## src/rtl/aes_round_ctrl_if.sv

```systemverilog
// Block handshake plus round-datapath control bundle shared by the AES round controller
// (slave side) and the environment that feeds blocks and drains ciphertexts (master side).
interface aes_round_ctrl_if #(
    parameter int RW = 4
);
    logic          in_valid;
    logic          in_ready;
    logic          out_valid;
    logic          out_ready;
    logic          st_ld_en;
    logic          st_sel;
    logic          key_ld_en;
    logic          key_sel;
    logic [RW-1:0] round;
    logic          last_round;
    logic [7:0]    rcon;
    logic          busy;

    modport slave (
        input  in_valid, out_ready,
        output in_ready, out_valid, st_ld_en, st_sel, key_ld_en, key_sel,
               round, last_round, rcon, busy
    );

    modport master (
        output in_valid, out_ready,
        input  in_ready, out_valid, st_ld_en, st_sel, key_ld_en, key_sel,
               round, last_round, rcon, busy
    );
endinterface

```

## src/rtl/aes_round_ctrl.sv

```systemverilog
// Sequencer for an iterative AES-128 datapath: accepts a block, runs NR round cycles with
// load enables, mux selects and round constants, then holds the ciphertext until taken.
module aes_round_ctrl #(
    parameter int NR = 10,
    parameter int RW = 4
) (
    input  logic            clk,
    input  logic            reset,
    aes_round_ctrl_if.slave bus
);
    localparam logic [1:0]    S_IDLE  = 2'd0;
    localparam logic [1:0]    S_ROUND = 2'd1;
    localparam logic [1:0]    S_DONE  = 2'd2;
    localparam logic [RW-1:0] LAST    = RW'(NR);

    logic [1:0]    state_q, state_d;
    logic [RW-1:0] cnt_q, cnt_d;
    logic [7:0]    rcon_q, rcon_d;

    always_comb begin
        state_d        = state_q;
        cnt_d          = cnt_q;
        rcon_d         = rcon_q;
        bus.in_ready   = 1'b0;
        bus.out_valid  = 1'b0;
        bus.busy       = 1'b0;
        bus.st_ld_en   = 1'b0;
        bus.st_sel     = 1'b0;
        bus.key_ld_en  = 1'b0;
        bus.key_sel    = 1'b0;
        bus.round      = '0;
        bus.last_round = 1'b0;
        bus.rcon       = 8'h00;

        case (state_q)
            S_IDLE: begin
                bus.in_ready = 1'b1;
                // The accept cycle itself loads plaintext^key and the cipher key.
                if (bus.in_valid) begin
                    bus.st_ld_en  = 1'b1;
                    bus.key_ld_en = 1'b1;
                    state_d       = S_ROUND;
                    cnt_d         = RW'(1);
                    rcon_d        = 8'h01;
                end
            end
            S_ROUND: begin
                bus.busy       = 1'b1;
                bus.st_ld_en   = 1'b1;
                bus.st_sel     = 1'b1;
                bus.key_ld_en  = 1'b1;
                bus.key_sel    = 1'b1;
                bus.round      = cnt_q;
                bus.last_round = (cnt_q == LAST);
                bus.rcon       = rcon_q;
                cnt_d          = cnt_q + RW'(1);
                rcon_d         = {rcon_q[6:0], 1'b0} ^ (rcon_q[7] ? 8'h1b : 8'h00);
                if (cnt_q == LAST) begin
                    state_d = S_DONE;
                    cnt_d   = '0;
                    rcon_d  = 8'h01;
                end
            end
            S_DONE: begin
                bus.busy      = 1'b1;
                bus.out_valid = 1'b1;
                if (bus.out_ready) begin
                    state_d = S_IDLE;
                end
            end
            default: begin
                state_d = S_IDLE;
                cnt_d   = '0;
                rcon_d  = 8'h01;
            end
        endcase
    end

    always_ff @(posedge clk or posedge reset) begin
        if (reset) begin
            state_q <= S_IDLE;
            cnt_q   <= '0;
            rcon_q  <= 8'h01;
        end else begin
            state_q <= state_d;
            cnt_q   <= cnt_d;
            rcon_q  <= rcon_d;
        end
    end
endmodule

```

## src/flat_wrapper.sv

```systemverilog
// flat-port wrapper written by rule: the top's interface ports become plain ports
module aes_round_ctrl_flat 
#(
    parameter int NR = 10,
    parameter int RW = 4
)
  (clk, reset, bus_in_valid, bus_out_ready, bus_in_ready, bus_out_valid, bus_st_ld_en, bus_st_sel, bus_key_ld_en, bus_key_sel, bus_round, bus_last_round, bus_rcon, bus_busy);
  aes_round_ctrl_if #(.RW(RW)) bus_i ();
  input  logic clk;
  input  logic reset;
  input wire logic [$bits(bus_i.in_valid)-1:0] bus_in_valid;
  input wire logic [$bits(bus_i.out_ready)-1:0] bus_out_ready;
  output wire logic [$bits(bus_i.in_ready)-1:0] bus_in_ready;
  output wire logic [$bits(bus_i.out_valid)-1:0] bus_out_valid;
  output wire logic [$bits(bus_i.st_ld_en)-1:0] bus_st_ld_en;
  output wire logic [$bits(bus_i.st_sel)-1:0] bus_st_sel;
  output wire logic [$bits(bus_i.key_ld_en)-1:0] bus_key_ld_en;
  output wire logic [$bits(bus_i.key_sel)-1:0] bus_key_sel;
  output wire logic [$bits(bus_i.round)-1:0] bus_round;
  output wire logic [$bits(bus_i.last_round)-1:0] bus_last_round;
  output wire logic [$bits(bus_i.rcon)-1:0] bus_rcon;
  output wire logic [$bits(bus_i.busy)-1:0] bus_busy;
  assign bus_i.in_valid = bus_in_valid;
  assign bus_i.out_ready = bus_out_ready;
  assign bus_in_ready = bus_i.in_ready;
  assign bus_out_valid = bus_i.out_valid;
  assign bus_st_ld_en = bus_i.st_ld_en;
  assign bus_st_sel = bus_i.st_sel;
  assign bus_key_ld_en = bus_i.key_ld_en;
  assign bus_key_sel = bus_i.key_sel;
  assign bus_round = bus_i.round;
  assign bus_last_round = bus_i.last_round;
  assign bus_rcon = bus_i.rcon;
  assign bus_busy = bus_i.busy;
  aes_round_ctrl #(.NR(NR), .RW(RW)) u_core (.clk(clk), .reset(reset), .bus(bus_i));
endmodule
```

## config.mk

```make
export PLATFORM = sky130hd
export DESIGN_NAME = aes_round_ctrl_flat
export DESIGN_NICKNAME = d
export VERILOG_FILES = /design/src/rtl/aes_round_ctrl_if.sv /design/src/rtl/aes_round_ctrl.sv /design/src/flat_wrapper.sv
export SDC_FILE = /design/constraint.sdc
export NUM_CORES = 1
export LEC_CHECK = 0
export CORE_ASPECT_RATIO = 0.6
export CORE_UTILIZATION = 40
export DETAILED_ROUTE_END_ITERATION = 8
export GPL_TIMING_DRIVEN = 0
export PLACE_DENSITY = 0.72
export SYNTH_ARGS = -nofsm -noshare
export SYNTH_HDL_FRONTEND = slang
export SYNTH_SLANG_ARGS = --single-unit
```

## constraint.sdc

```tcl
create_clock -name clk -period 3.5 [get_ports clk]
set_input_delay 0.525 -clock clk [delete_from_list [all_inputs] [get_ports clk]]
set_output_delay 0.525 -clock clk [all_outputs]
set_load 0.02 [all_outputs]
```

==> reports/results.ini, run 1 <==
[status]
status=completed

[clocking]
clkSinkCount=14
clk_path_buf_depth=2
cts_setup_buffers=0
root_buffer=clkbuf_4
cts_made_buffers=3
cts_max_level=1
postCtsHoldBufs=0
cts_tree=built
ctsResizeCount=0
clkTransAtPathRegs_ns=0.09
clkLatencyLatePin_ns=0.29

[detailed_routing]
drc=0
viasPerCell=5.21
first_iter_violations=23
ant_nets=0
drt_first_pass_iters=4
vias=766
drt-total-wl_um=2050
avgRoutedWirePerCell_um=13.9

[flow_run]
maxCapViolCount=0

[setup_path]
r2r_slack_ns=1.80
cp_slowest_cell=clkdlybuf4s50_1
endpoint_kind=output pin
critPathLaunchType=flop
critical_path_class=reg -> out
r2r_cells=6
reg2reg_from=u_core.state_q[0]
crit_fanout=10
max_stage_delay_ns=0.60
arrival_ns=2.35
cp_cell_sequence=inv_1 -> ha_1 -> buf_2 -> clkbuf_1 -> and2_1 -> clkdlybuf4s50_1
crit_buf_inv=4
crit_family=buffers and inverters
r2r_end=u_core.cnt_q[3]
required_ns=2.97

[pwr]
cellLeakagePower_nw=0.529
ir_drop_mv=0.412
cellPowerDensity_nw_per_um2=788

[global_routing]
grt_remaining_overflow=0
grt_pass1_wl_um=3380
grt_start_max_net_pins=15
grt_use_total=0.195
grt_pass1_vias=686
antenna_found_initial=0

[min_path]
worstHoldStart=u_core.rcon_q[2]
hold_depth=2
hold_end=u_core.rcon_q[2]
hp-class=reg -> reg

[layout]
final_layout_size_suffix_gt1_frac=0.126
diodes=0
layout_common_cells=clkdlybuf4s50_1 (23), dfrtp_1 (13), o21ai_0 (12), and2_1 (10), inv_1 (7)
utilization=0.603
finalNetCount=129
fill_cells=175
area_growth_pct=34.4
layout_commonest_cell=clkdlybuf4s50_1

[timing]
tightest_slew_ns=0.515
hold_viol=0
drv_slew=0
clock_skew_ns=0.00590
fin_ws_ns=0.627
post-route-period-util=0.821
setup_viol=0
timing.fmax_ghz=0.348
tns_ns=0
rsz0062_at_grt=false
worst_slew_margin_rel=0.656
period_needed_ns=2.87

[synth]
ys_ff_latch=14
netlist_area_um2=876
syn_nets=101
syn_inst=92
ys_warn_count=0
yosysUniqueCellTypes=30
avgSynthCellArea_um2=9.52
yosysSeqAreaShare=0.401

[die]
start_util=0.449
fp.dieH_um=38.2
fp.dieW_um=62.4
core_area_um2=1950
rows=12
die_area_um2=2390
ios=24

[placement]
port_buffers=23
place_congestion=0.812
hpwl_um=1540
place_ws_ns=0.925

## stage by stage
stage,instance area [µm²],hold WS (ns),power [mW],cells
floorplan,876,0.414,0.607,92
detailed placement,1140,0.536,0.812,143
CTS,1180,0.557,0.934,147
global placement,1140,0.522,0.797,143
finish,1180,0.560,0.928,147
global route,1180,0.595,0.993,147
## Yosys cell counts (all sizes together)
cell,n,share of area
dfrtp,13,0.37
o21ai,12,0.069
and2,10,0.071
inv,7,0.030
buf,6,0.046
ha,5,0.071
nand3,5,0.029
o31ai,5,0.043
nor2,4,0.017
nand2,3,0.013
nor2b,3,0.030
xnor2,3,0.030
a311oi,2,0.020
clkbuf,2,0.0086
a211oi,1,0.014
a21oi,1,0.0057
dfstp,1,0.030
mux2,1,0.013
nand2b,1,0.0071
nand3b,1,0.023
o21bai,1,0.0086
o2bb2ai,1,0.010
o31a,1,0.010
o32ai,1,0.010
o41ai,1,0.010
or2,1,0.010
## worst max path at each step
stage	end	depth (start not counted)	start	slack (ns)
5_1_grt	bus_rcon[2]	6	u_core.state_q[1]	0.41
4_1_cts	bus_rcon[2]	6	u_core.state_q[1]	0.60
3_5_place_dp	bus_rcon[2]	6	u_core.state_q[1]	0.92
6_report	bus_rcon[2]	6	u_core.state_q[1]	0.63
2_1_floorplan	bus_rcon[2]	5	u_core.state_q[1]	1.52
3_3_place_gp	bus_round[1]	6	u_core.state_q[1]	0.95
## registers in the layout, summed over array words and instances, names as in the netlist
signal	cells
u_core.state_q	2
u_core.cnt_q	4
u_core.rcon_q	8
## routing by layer
metal  global-route usage  routed length [µm]  up-vias
met5                    0                   0        -
met4               0.0349                  14        0
met3               0.0625                 108        2
met2                0.313                 893       17
li1                     -                   -      369
met1                0.262                1030      378
## final cells by class
cell class	instances	area (µm²)	area share
clock buffer	4	36.3	0.0308
inverter	7	26.3	0.0223
buffer	8	47.5	0.0404
multi-input combinational	63	450	0.383
timing repair buffer	23	230	0.196
sequential	14	352	0.299
tap	28	35.0	0.0298
## logic make-up after synthesis
kind of cell             Yosys count  share of synthesized area
multiplexers                       1                     0.0129
buffers and inverters             15                     0.0843
XOR/XNOR                           3                     0.0300
AND/OR/NAND/NOR                   28                      0.200
flip-flops                        14                      0.401
adder cells (fa/ha/maj)            5                     0.0714
AO/OA/AOI/OAI                     26                      0.200
## worst min-delay path, delay by kind of cell, from the launching register on
kind | cells | cell delay [ns]
AOI/OAI and AO/OA | 2 | 0.16
DFF | 1 | 0.37
## where the power goes
part	leakage [nW]	internal (mW)	switching (mW)
Combinational	0.325	0.260	0.290
Sequential	0.184	0.215	0.0413
Clock	0.0210	0.0634	0.0575
Total	0.529	0.539	0.388
(Power assumes the default switching activity.)
==> run 2, diff against run 1 <==
PLACE_DENSITY = 0.75   (was 0.72)
clock period = 2.3 ns   (was 3.5 ns; I/O delays follow)
==> run 2 against run 1 <==
  * Via count decreased by 2.6%
  * Cell area decreased by 0.85%
  * Sequential share of layout area increased by 0.26 points
  * Die area unchanged
  * Register-to-register slack got worse by 1.2 ns
  * Clock skew increased by 0.00069 ns
  * Sequential cell count unchanged
  * Sequential power increased by 54%
  * Cell count unchanged
  * First-iteration DRC count increased by 39%
  * Largest power group unchanged
==> reports/results.ini, run 2 (synthesis results as in run 1) <==
[status]
status=completed

[timing]
tightest_slew_ns=0.534  ; +0.0188 ns
drv_slew=0  ; unchanged
post-route-period-util=0.944
timing.fmax_ghz=0.461
tns_ns=0  ; unchanged
rsz0062_at_grt=false
setup_viol=0  ; unchanged
clock_skew_ns=0.00659  ; +0.000690 ns
period_needed_ns=2.17
worst_slew_margin_rel=0.644  ; -0.0126
hold_viol=0  ; unchanged

[clocking]
cts_max_level=1  ; unchanged
cts_made_buffers=3  ; unchanged
postCtsHoldBufs=0  ; unchanged
cts_tree=built
clkTransAtPathRegs_ns=0.08  ; about the same
clkLatencyLatePin_ns=0.28  ; about the same
cts_setup_buffers=0  ; unchanged
clk_path_buf_depth=2  ; unchanged
root_buffer=clkbuf_4
clkSinkCount=14  ; unchanged

[detailed_routing]
viasPerCell=5.07  ; -2.6%
drt-total-wl_um=2020  ; -1.2%
drc=0  ; unchanged
vias=746  ; -2.6%
ant_nets=0  ; unchanged
first_iter_violations=32  ; +39%
avgRoutedWirePerCell_um=13.8  ; -1.2%
drt_first_pass_iters=4  ; unchanged

[global_routing]
grt_remaining_overflow=0  ; unchanged
grt_use_total=0.200  ; +0.00507
grt_pass1_wl_um=3430  ; +1.4%
grt_start_max_net_pins=15  ; unchanged
antenna_found_initial=0  ; unchanged
grt_pass1_vias=723  ; +5.4%

[layout]
postLayoutCellArea_um2=1170  ; -0.85%
layout_commonest_cell=dfrtp_1
final_layout_size_suffix_gt1_frac=0.151  ; +0.0252
regArea_um2=352  ; unchanged
multiInputGateArea_um2=453  ; +0.56%
reg_top3=u_core.rcon_q x8, u_core.cnt_q x4, u_core.state_q x2
finalNetCount=129  ; unchanged
area_growth_pct=33.3
layout_common_cells=dfrtp_1 (13), o21ai_0 (12), dlygate4sd2_1 (11), and2_1 (10), clkdlybuf4s50_1 (8)
diodes=0  ; unchanged
largest_reg_flops=8  ; unchanged
regMostFlops=u_core.rcon_q
fill_cells=181  ; +3.4%

[setup_path]
required_ns=1.96  ; -1.01 ns
endpoint_kind=output pin
cp_slowest_cell=dfrtp_1
arrival_ns=1.83  ; -0.52 ns
cp_cell_sequence=inv_1 -> ha_2 -> buf_4 -> clkbuf_4 -> and2_1 -> dlygate4sd2_1
r2r_slack_ns=0.60  ; -1.20 ns
critPathLaunchType=flop
max_stage_delay_ns=0.39  ; -0.21 ns
critical_path_class=reg -> out
crit_fanout=10  ; unchanged

[placement]
hpwl_um=1540  ; about the same
place_congestion=0.771  ; -5.1%
place_area_um2=1140  ; unchanged
port_buffers=23  ; unchanged

[flow_run]
maxCapViolCount=0  ; unchanged

[pwr]
cellLeakagePower_nw=0.577  ; +8.9%
ir_drop_mv=0.455  ; +10%
power_mw=1.38  ; +49%
cellPowerDensity_nw_per_um2=1180  ; +50%

[die]
fp.dieW_um=62.4  ; unchanged
ios=24  ; unchanged
fp.dieH_um=38.2  ; unchanged
core_area_um2=1950  ; unchanged
rows=12  ; unchanged
start_util=0.449  ; unchanged
die_area_um2=2390  ; unchanged

[min_path]
hp-class=in -> async

[run 2: cell types whose count changed in the layout (fill, tap and decap cells not counted), sizes merged]
cell	delta
clkdlybuf4s15	+3
clkdlybuf4s50	-15
dlygate4sd2	+11
clkbuf	+1
[run 2: worst paths after layout]
| kind | startpoint | cells past startpoint | to |
|---|---|---|---|
| max | u_core.state_q[1] | 6 | bus_rcon[6] |
| min | reset | 2 | u_core.state_q[0] |
| max reg2reg | u_core.state_q[0] | 5 | u_core.cnt_q[2] |
| min reg2reg | u_core.rcon_q[5] | 2 | u_core.rcon_q[5] |
| max in group asynchronous | reset | 2 | u_core.rcon_q[0] |
| min in group clk | u_core.rcon_q[5] | 2 | u_core.rcon_q[5] |
[run 2: area by class of cell]
cell class	instances	area share
sequential	14	0.301
tap	28	0.0300
clock buffer	4	0.0311
inverter	7	0.0225
timing repair buffer	23	0.181
multi-input combinational	63	0.388
buffer	8	0.0461
[run 2: metal layers]
metal | wire length (µm) | GRT usage
met4 | 19 | 0.0640
met3 | 132 | 0.0685
met5 | 0 | 0
met1 | 1000 | 0.266
met2 | 866 | 0.307
[run 2: what timing repair did]
| item | CTS | global route |
|---|---|---|
| pin swaps | 0 | 0 |
| resized for setup | 18 | 6 |
| gates cloned | 0 | 0 |
| setup endpoints to repair | 15 | 12 |
[run 2: where the power goes]
group	internal (mW)	total (mW)	switching (mW)
clock network	0.0965	0.176	0.0796
registers	0.328	0.396	0.0685
logic	0.365	0.808	0.442
[run 2: stage by stage]
stage | utilization | worst slack (ns) | instances | hold WS (ns)
global route | 0.598 | 0.00458 | 147 | 0.423
detailed placement | 0.585 | -0.112 | 143 | 0.530
finish | 0.598 | 0.129 | 147 | 0.393
floorplan | - | 0.500 | 92 | 0.234
CTS | 0.597 | 0.0630 | 147 | 0.411
global placement | 0.585 | -0.0609 | 143 | 0.520
[run 2: critical path: cells and delay by family, from the launching register on]
| kind | cells | cell delay [ns] |
|---|---|---|
| adder cells (fa/ha/maj) | 1 | 0.23 |
| flip-flops | 1 | 0.39 |
| AND/OR/NAND/NOR | 1 | 0.12 |
| buffers and inverters | 4 | 0.78 |
